## src/rtl/seg_frame_buffer.sv

```systemverilog
// rtl/seg_frame_buffer.sv - double-buffered six-digit 7-segment frame store
//
// Purpose: control logic writes digits into a back buffer and requests a
// commit; the back buffer is copied to the front buffer only at a scan-frame
// boundary (slot 5 edge) so a displayed frame never tears. Front entries are
// decoded to active-low segment patterns (bit7 = dot, bits6:0 = g..a).
//
// Optional feature macro: SEG_FRAME_FLASH_EN (flash counter and flash gating).
//
// Ports:
//   clk_833us               scan tick clock
//   rst                     asynchronous active-low reset
//   wr_en, wr_addr          back-buffer write strobe / digit index (6,7 ignored)
//   wr_digit, wr_dot,
//   wr_blank, wr_flash      entry fields written into the back buffer
//   commit                  request a back->front swap
//   busy                    a commit is pending
//   commit_ack              one-cycle pulse in the cycle after the swap
//   frame_start             high while the slot counter is 0
//   flash_phase             blink phase, 1 = flashing digits off
//   seg_data_0..seg_data_5  registered active-low segment outputs

module seg_frame_buffer #(
    parameter int FLASH_HALF_FRAMES = 50
) (
    input  logic       clk_833us,
    input  logic       rst,
    input  logic       wr_en,
    input  logic [2:0] wr_addr,
    input  logic [3:0] wr_digit,
    input  logic       wr_dot,
    input  logic       wr_blank,
    input  logic       wr_flash,
    input  logic       commit,
    output logic       busy,
    output logic       commit_ack,
    output logic       frame_start,
    output logic       flash_phase,
    output logic [7:0] seg_data_0,
    output logic [7:0] seg_data_1,
    output logic [7:0] seg_data_2,
    output logic [7:0] seg_data_3,
    output logic [7:0] seg_data_4,
    output logic [7:0] seg_data_5
);

    // Entry layout: [6:3] digit, [2] dot, [1] blank, [0] flash.
    localparam logic [6:0] ENTRY_RESET = 7'b0000_010;

    typedef enum logic {
        IDLE    = 1'b0,
        PENDING = 1'b1
    } state_t;

    state_t     state_q, state_d;
    logic       swap;
    logic [2:0] slot_q;
    logic       boundary;
    logic       commit_ack_q;
    logic       flash_gate_d;

    logic [6:0] back_q  [6];
    logic [6:0] front_q [6];
    logic [6:0] front_d [6];
    logic [7:0] seg_q   [6];

    // Half-period must be at least one frame.
    if (FLASH_HALF_FRAMES < 1) begin : g_bad_half_frames
    end

    function automatic logic [7:0] decode(input logic [6:0] entry, input logic phase);
        logic [7:0] pat;
        case (entry[6:3])
            4'h0: pat = 8'hC0;
            4'h1: pat = 8'hF9;
            4'h2: pat = 8'hA4;
            4'h3: pat = 8'hB0;
            4'h4: pat = 8'h99;
            4'h5: pat = 8'h92;
            4'h6: pat = 8'h82;
            4'h7: pat = 8'hF8;
            4'h8: pat = 8'h80;
            4'h9: pat = 8'h90;
            4'hA: pat = 8'h88;
            4'hB: pat = 8'h83;
            4'hC: pat = 8'hC6;
            4'hD: pat = 8'hA1;
            4'hE: pat = 8'h86;
            default: pat = 8'h8E;
        endcase
        pat[7] = ~entry[2];
        if (entry[1] || (entry[0] && phase)) begin
            pat = 8'hFF;
        end
        return pat;
    endfunction

    // Slot counter mirrors the scan stage digit select; slot 5 closes a frame.
    assign boundary    = (slot_q == 3'd5);
    assign frame_start = (slot_q == 3'd0);

    always_ff @(posedge clk_833us or negedge rst) begin
        if (!rst) begin
            slot_q <= 3'd0;
        end else begin
            slot_q <= boundary ? 3'd0 : slot_q + 3'd1;
        end
    end

    // Commit sequencing: a commit seen while pending is dropped.
    always_comb begin
        state_d = state_q;
        swap    = 1'b0;
        case (state_q)
            IDLE: begin
                if (commit) begin
                    state_d = PENDING;
                end
            end
            PENDING: begin
                if (boundary) begin
                    swap    = 1'b1;
                    state_d = IDLE;
                end
            end
            default: state_d = IDLE;
        endcase
    end

    always_ff @(posedge clk_833us or negedge rst) begin
        if (!rst) begin
            state_q      <= IDLE;
            commit_ack_q <= 1'b0;
        end else begin
            state_q      <= state_d;
            commit_ack_q <= swap;
        end
    end

    assign busy       = (state_q == PENDING);
    assign commit_ack = commit_ack_q;

    // Front buffer takes the pre-edge back contents, so a write landing on
    // the swap edge only reaches the back buffer.
    always_comb begin
        for (int i = 0; i < 6; i++) begin
            front_d[i] = swap ? back_q[i] : front_q[i];
        end
    end

    always_ff @(posedge clk_833us or negedge rst) begin
        if (!rst) begin
            for (int i = 0; i < 6; i++) begin
                back_q[i]  <= ENTRY_RESET;
                front_q[i] <= ENTRY_RESET;
            end
        end else begin
            for (int i = 0; i < 6; i++) begin
                front_q[i] <= front_d[i];
            end
            if (wr_en && (wr_addr <= 3'd5)) begin
                back_q[wr_addr] <= {wr_digit, wr_dot, wr_blank, wr_flash};
            end
        end
    end

`ifdef SEG_FRAME_FLASH_EN
    localparam int FCW = (FLASH_HALF_FRAMES > 1) ? $clog2(FLASH_HALF_FRAMES) : 1;

    logic [FCW-1:0] flash_cnt_q;
    logic           flash_phase_q, flash_phase_d;
    logic           flash_wrap;

    assign flash_wrap = (flash_cnt_q == FCW'(FLASH_HALF_FRAMES - 1));

    always_comb begin
        flash_phase_d = flash_phase_q;
        if (boundary && flash_wrap) begin
            flash_phase_d = ~flash_phase_q;
        end
    end

    always_ff @(posedge clk_833us or negedge rst) begin
        if (!rst) begin
            flash_cnt_q   <= '0;
            flash_phase_q <= 1'b0;
        end else begin
            if (boundary) begin
                flash_cnt_q <= flash_wrap ? '0 : flash_cnt_q + 1'b1;
            end
            flash_phase_q <= flash_phase_d;
        end
    end

    assign flash_phase  = flash_phase_q;
    assign flash_gate_d = flash_phase_d;
`else
    assign flash_phase  = 1'b0;
    assign flash_gate_d = 1'b0;
`endif

    // Outputs are decoded from the next-state front buffer and phase so a
    // swap shows up in the same cycle as commit_ack.
    always_ff @(posedge clk_833us or negedge rst) begin
        if (!rst) begin
            for (int i = 0; i < 6; i++) begin
                seg_q[i] <= 8'hFF;
            end
        end else begin
            for (int i = 0; i < 6; i++) begin
                seg_q[i] <= decode(front_d[i], flash_gate_d);
            end
        end
    end

    assign seg_data_0 = seg_q[0];
    assign seg_data_1 = seg_q[1];
    assign seg_data_2 = seg_q[2];
    assign seg_data_3 = seg_q[3];
    assign seg_data_4 = seg_q[4];
    assign seg_data_5 = seg_q[5];

endmodule

```

## config.mk

```make
export PLATFORM = sky130hd
export DESIGN_NAME = seg_frame_buffer
export DESIGN_NICKNAME = d
export VERILOG_FILES = /design/src/rtl/seg_frame_buffer.sv
export SDC_FILE = /design/constraint.sdc
export NUM_CORES = 1
export LEC_CHECK = 0
export ABC_AREA = 1
export CAP_MARGIN = 20
export CORE_MARGIN = 2
export CORE_UTILIZATION = 45
export DETAILED_ROUTE_END_ITERATION = 7
export PLACE_DENSITY_LB_ADDON = 0.1
export SLEW_MARGIN = 15
export SYNTH_ARGS = -nofsm -noshare
export SYNTH_HDL_FRONTEND = slang
export SYNTH_SLANG_ARGS = --single-unit
```

## constraint.sdc

```tcl
create_clock -name clk_833us -period 4.73 [get_ports clk_833us]
set_clock_uncertainty 0.2 [all_clocks]
set_input_delay 1.419 -clock clk_833us [delete_from_list [all_inputs] [get_ports clk_833us]]
set_output_delay 1.419 -clock clk_833us [all_outputs]
set_load 0.005 [all_outputs]
```

==> impl_metrics.tcl <==
set metrics [dict create \
    path_max_fanout 4 \
    diodes 0 \
    synth-compound-area-share_pct 5.23 \
    max_slew_margin_pct 48.0 \
    antenna_found_initial 0 \
    gr-usage-all-layers_pct 19.0 \
    synth_top_family_by_area "simple AND/OR/NAND/NOR gates" \
    yosys.area_share.xor_xnor_pct 0 \
    start_util_pct 45.9 \
    fp.dieW_um 122 \
    final-setup-viol-count 0 \
    hold_viol_final 0 \
    post_cts_buffers 0 \
    place_ws_ps 1690 \
    worst_slack_ps 1510 \
    maxCapViolCount 0 \
    setup-tns-final_ps 0 \
    grt_max_degree 67 \
    holdBufCountCts 0 \
    synthCells 756 \
    crit_family "buffers and inverters" \
    hold-path-endpoint "front_q[30]" \
    coreArea_mm2 0.0138 \
    seq_area_mm2 0.00320 \
    slew_viol_final 0 \
    dp_hpwl_um 8770 \
    port_buffers 63 \
    cts.reportedPaths.clkPinSlew_ps 50 \
    critical-path-max-stage-delay_ps 520 \
    synthAdderAreaFrac_pct 8.32 \
    min_period_ps 3220 \
    syn-cell-area_mm2 0.00632 \
    clock-root-buffer "clkbuf_16" \
    vias 4904 \
    ys_warn_count 0 \
    path_buf_inv 1 \
    cts_max_level 4 \
    die_h_um 122 \
    startpoint_type "flip-flop" \
    r2r_slack_ps 1660 \
    rows 43 \
    layout-drive-gt1-share_pct 13.5 \
    worstSetupEndpointType "primary output" \
    yosys.area.top_type "dfrtp_1" \
    critPathRequiredTime_ps 3110 \
    r2r_start "slot_q[0]" \
    cts_tree "built" \
    detail_route.first_pass.iterations 5 \
    leakagePower_nw 3.87 \
    status "completed" \
    syn_nets 812 \
    drtIter0Drc 335 \
    cp_slowest_cell "clkdlybuf4s50_1" \
    synth-simple-area-share_pct 29.3 \
    synth.avg_cell_area_um2 8.36 \
    r2r_cells 11 \
    rr_endpoint "seg_data_0[0]" \
    cts.repair.resized 0 \
    cts_buffer_depth 2 \
    clock_latency_ps 410 \
    hp-class "flip-flop to flip-flop" \
    gr-total-overflow 0 \
    max_freq_mhz 311 \
    synth_top_area_share_pct 25.7 \
    hp-start "front_q[30]" \
    critical_path_arrival_ps 1600 \
    final_nets 877 \
    synthMuxAreaShare_pct 0 \
    ys_seq_area_share_pct 50.7 \
    ys_types 24 \
    syn2layout_area_growth_pct 21.2 \
    peakVddDrop_v 0.000212 \
    routedWlPerCell_um 13.0 \
    ys_ff_latch 125 \
    synth_area_leaders "dfrtp_1, dfstp_2, nand2_1, ha_1, nand3_1" \
    dieArea_mm2 0.0150 \
    p_per_area_mw_per_mm2 503 \
    multi_input_area_mm2 0.00271 \
    worst_hold_path.num_cells 2 \
    grt_pass1_wl_um 22000 \
    drt-total-wl_um 13200 \
    via_per_inst 4.84 \
    ant_nets 0 \
    max_slew.worst_pin.slew_ps 780 \
    cts.sinks 125 \
    cp_cell_sequence "nor3_1, clkdlybuf4s50_1" \
    cts_buffers 17 \
    finalCritPeriodShare_pct 68.1 \
    grt_pass1_vias 4647 \
    grt_setup_unrepaired "false" \
    path_class "flip-flop to primary output" \
    place.gp.congestion 0.853 \
    ios 66 \
    drc 0 \
    fillers 1279 \
]
==> layer usage <==
metal | vias to the layer above | share of wire, % | routed length [µm] | global-route usage [%]
met5 | - | 0 | 0 | 0
met4 | 0 | 1.4 | 178 | 6.75
met3 | 18 | 5.1 | 665 | 5.30
met2 | 116 | 46 | 6000 | 29.7
met1 | 2279 | 48 | 6310 | 25.3
li1 | 2491 | - | - | -
==> flip-flops by register name, indices dropped and copies added (netlist names) <==
register,count
seg_data_3,8
seg_data_2,8
slot_q,3
seg_data_1,8
busy,1
seg_data_5,8
back_q,36
seg_data_0,8
front_q,36
seg_data_4,8
commit_ack,1
==> cell families (layout without fill, tap and decap cells) <==
family	Yosys count	after routing
AO/OA/AOI/OAI	54	54
other	1	1
buffers and inverters	90	168
AND/OR/NAND/NOR	444	444
adder cells (fa/ha/maj)	42	42
flip-flops	125	125
==> per-stage QoR <==
stage	power [W]	util (%)	hold slack [ps]	cells	area [µm²]
2_1_floorplan	0.00211	-	244	756	6320
3_3_place_gp	0.00255	51.3	260	982	7060
3_5_place_dp	0.00256	51.3	266	982	7060
4_1_cts	0.00389	55.6	284	1014	7660
5_1_grt	0.00410	55.6	292	1014	7660
6_report	0.00386	55.6	279	1014	7660
==> cells in the mapped netlist <==
master    instances
nand2_1         290
nand3_1          84
inv_1            70
dfrtp_1          65
dfstp_2          60
nor2_1           48
ha_1             42
o21ai_0          39
nand2_2          10
nand3b_1          8
o21ai_2           7
buf_6             6
clkbuf_1          6
buf_2             3
buf_4             3
o21ai_1           3
o21ai_4           3
a21oi_1           2
nor3_1            2
clkinv_4          1
conb_1            1
inv_2             1
nand2_4           1
nor2_8            1
==> how the worst max path moves through the flow <==
stage | slack, ps | startpoint | cells after the start | to
detailed placement | 1690 | slot_q[0] | 11 | seg_data_3[3]
global placement | 1690 | slot_q[1] | 10 | seg_data_3[5]
CTS | 1480 | slot_q[1] | 2 | frame_start
finish | 1510 | slot_q[1] | 2 | frame_start
floorplan | 2440 | wr_en | 6 | back_q[10]
global route | 1350 | slot_q[0] | 11 | seg_data_2[0]
==> worst min-delay path, delay by kind of cell (launching register included) <==
| kind | cells | cell delay, ps |
|---|---|---|
| and+or+nand+nor | 2 | 130 |
| DFF | 1 | 320 |
==> power breakdown <==
part	leakage, nW	internal (W)	switching, W
Clock	0.295	0.000867	0.000447
Combinational	2.13	0.000470	0.000540
Sequential	1.45	0.00143	0.0000988
==> final cells by class <==
type,count,area share [%]
inverter,72,3.59
tap,180,2.94
clock inverter,7,1.44
sequential,125,41.8
clock buffer,25,6.34
multi-input combinational,541,35.4
timing repair buffer,64,8.46
==> placed cells by master (no fill, tap or decap), drive strengths merged <==
cell type        n
buf              2
clkinv           5
dfstp           60
clkdlybuf4s50   62
nand3b           8
nand2          301
ha              42
nand3           84
conb             1
nor2            49
a21oi            2
bufinv           3
clkbuf          25
o21ai           52
dfrtp           65
inv             71
nor3             2
Power figures use the tool's default switching activity.
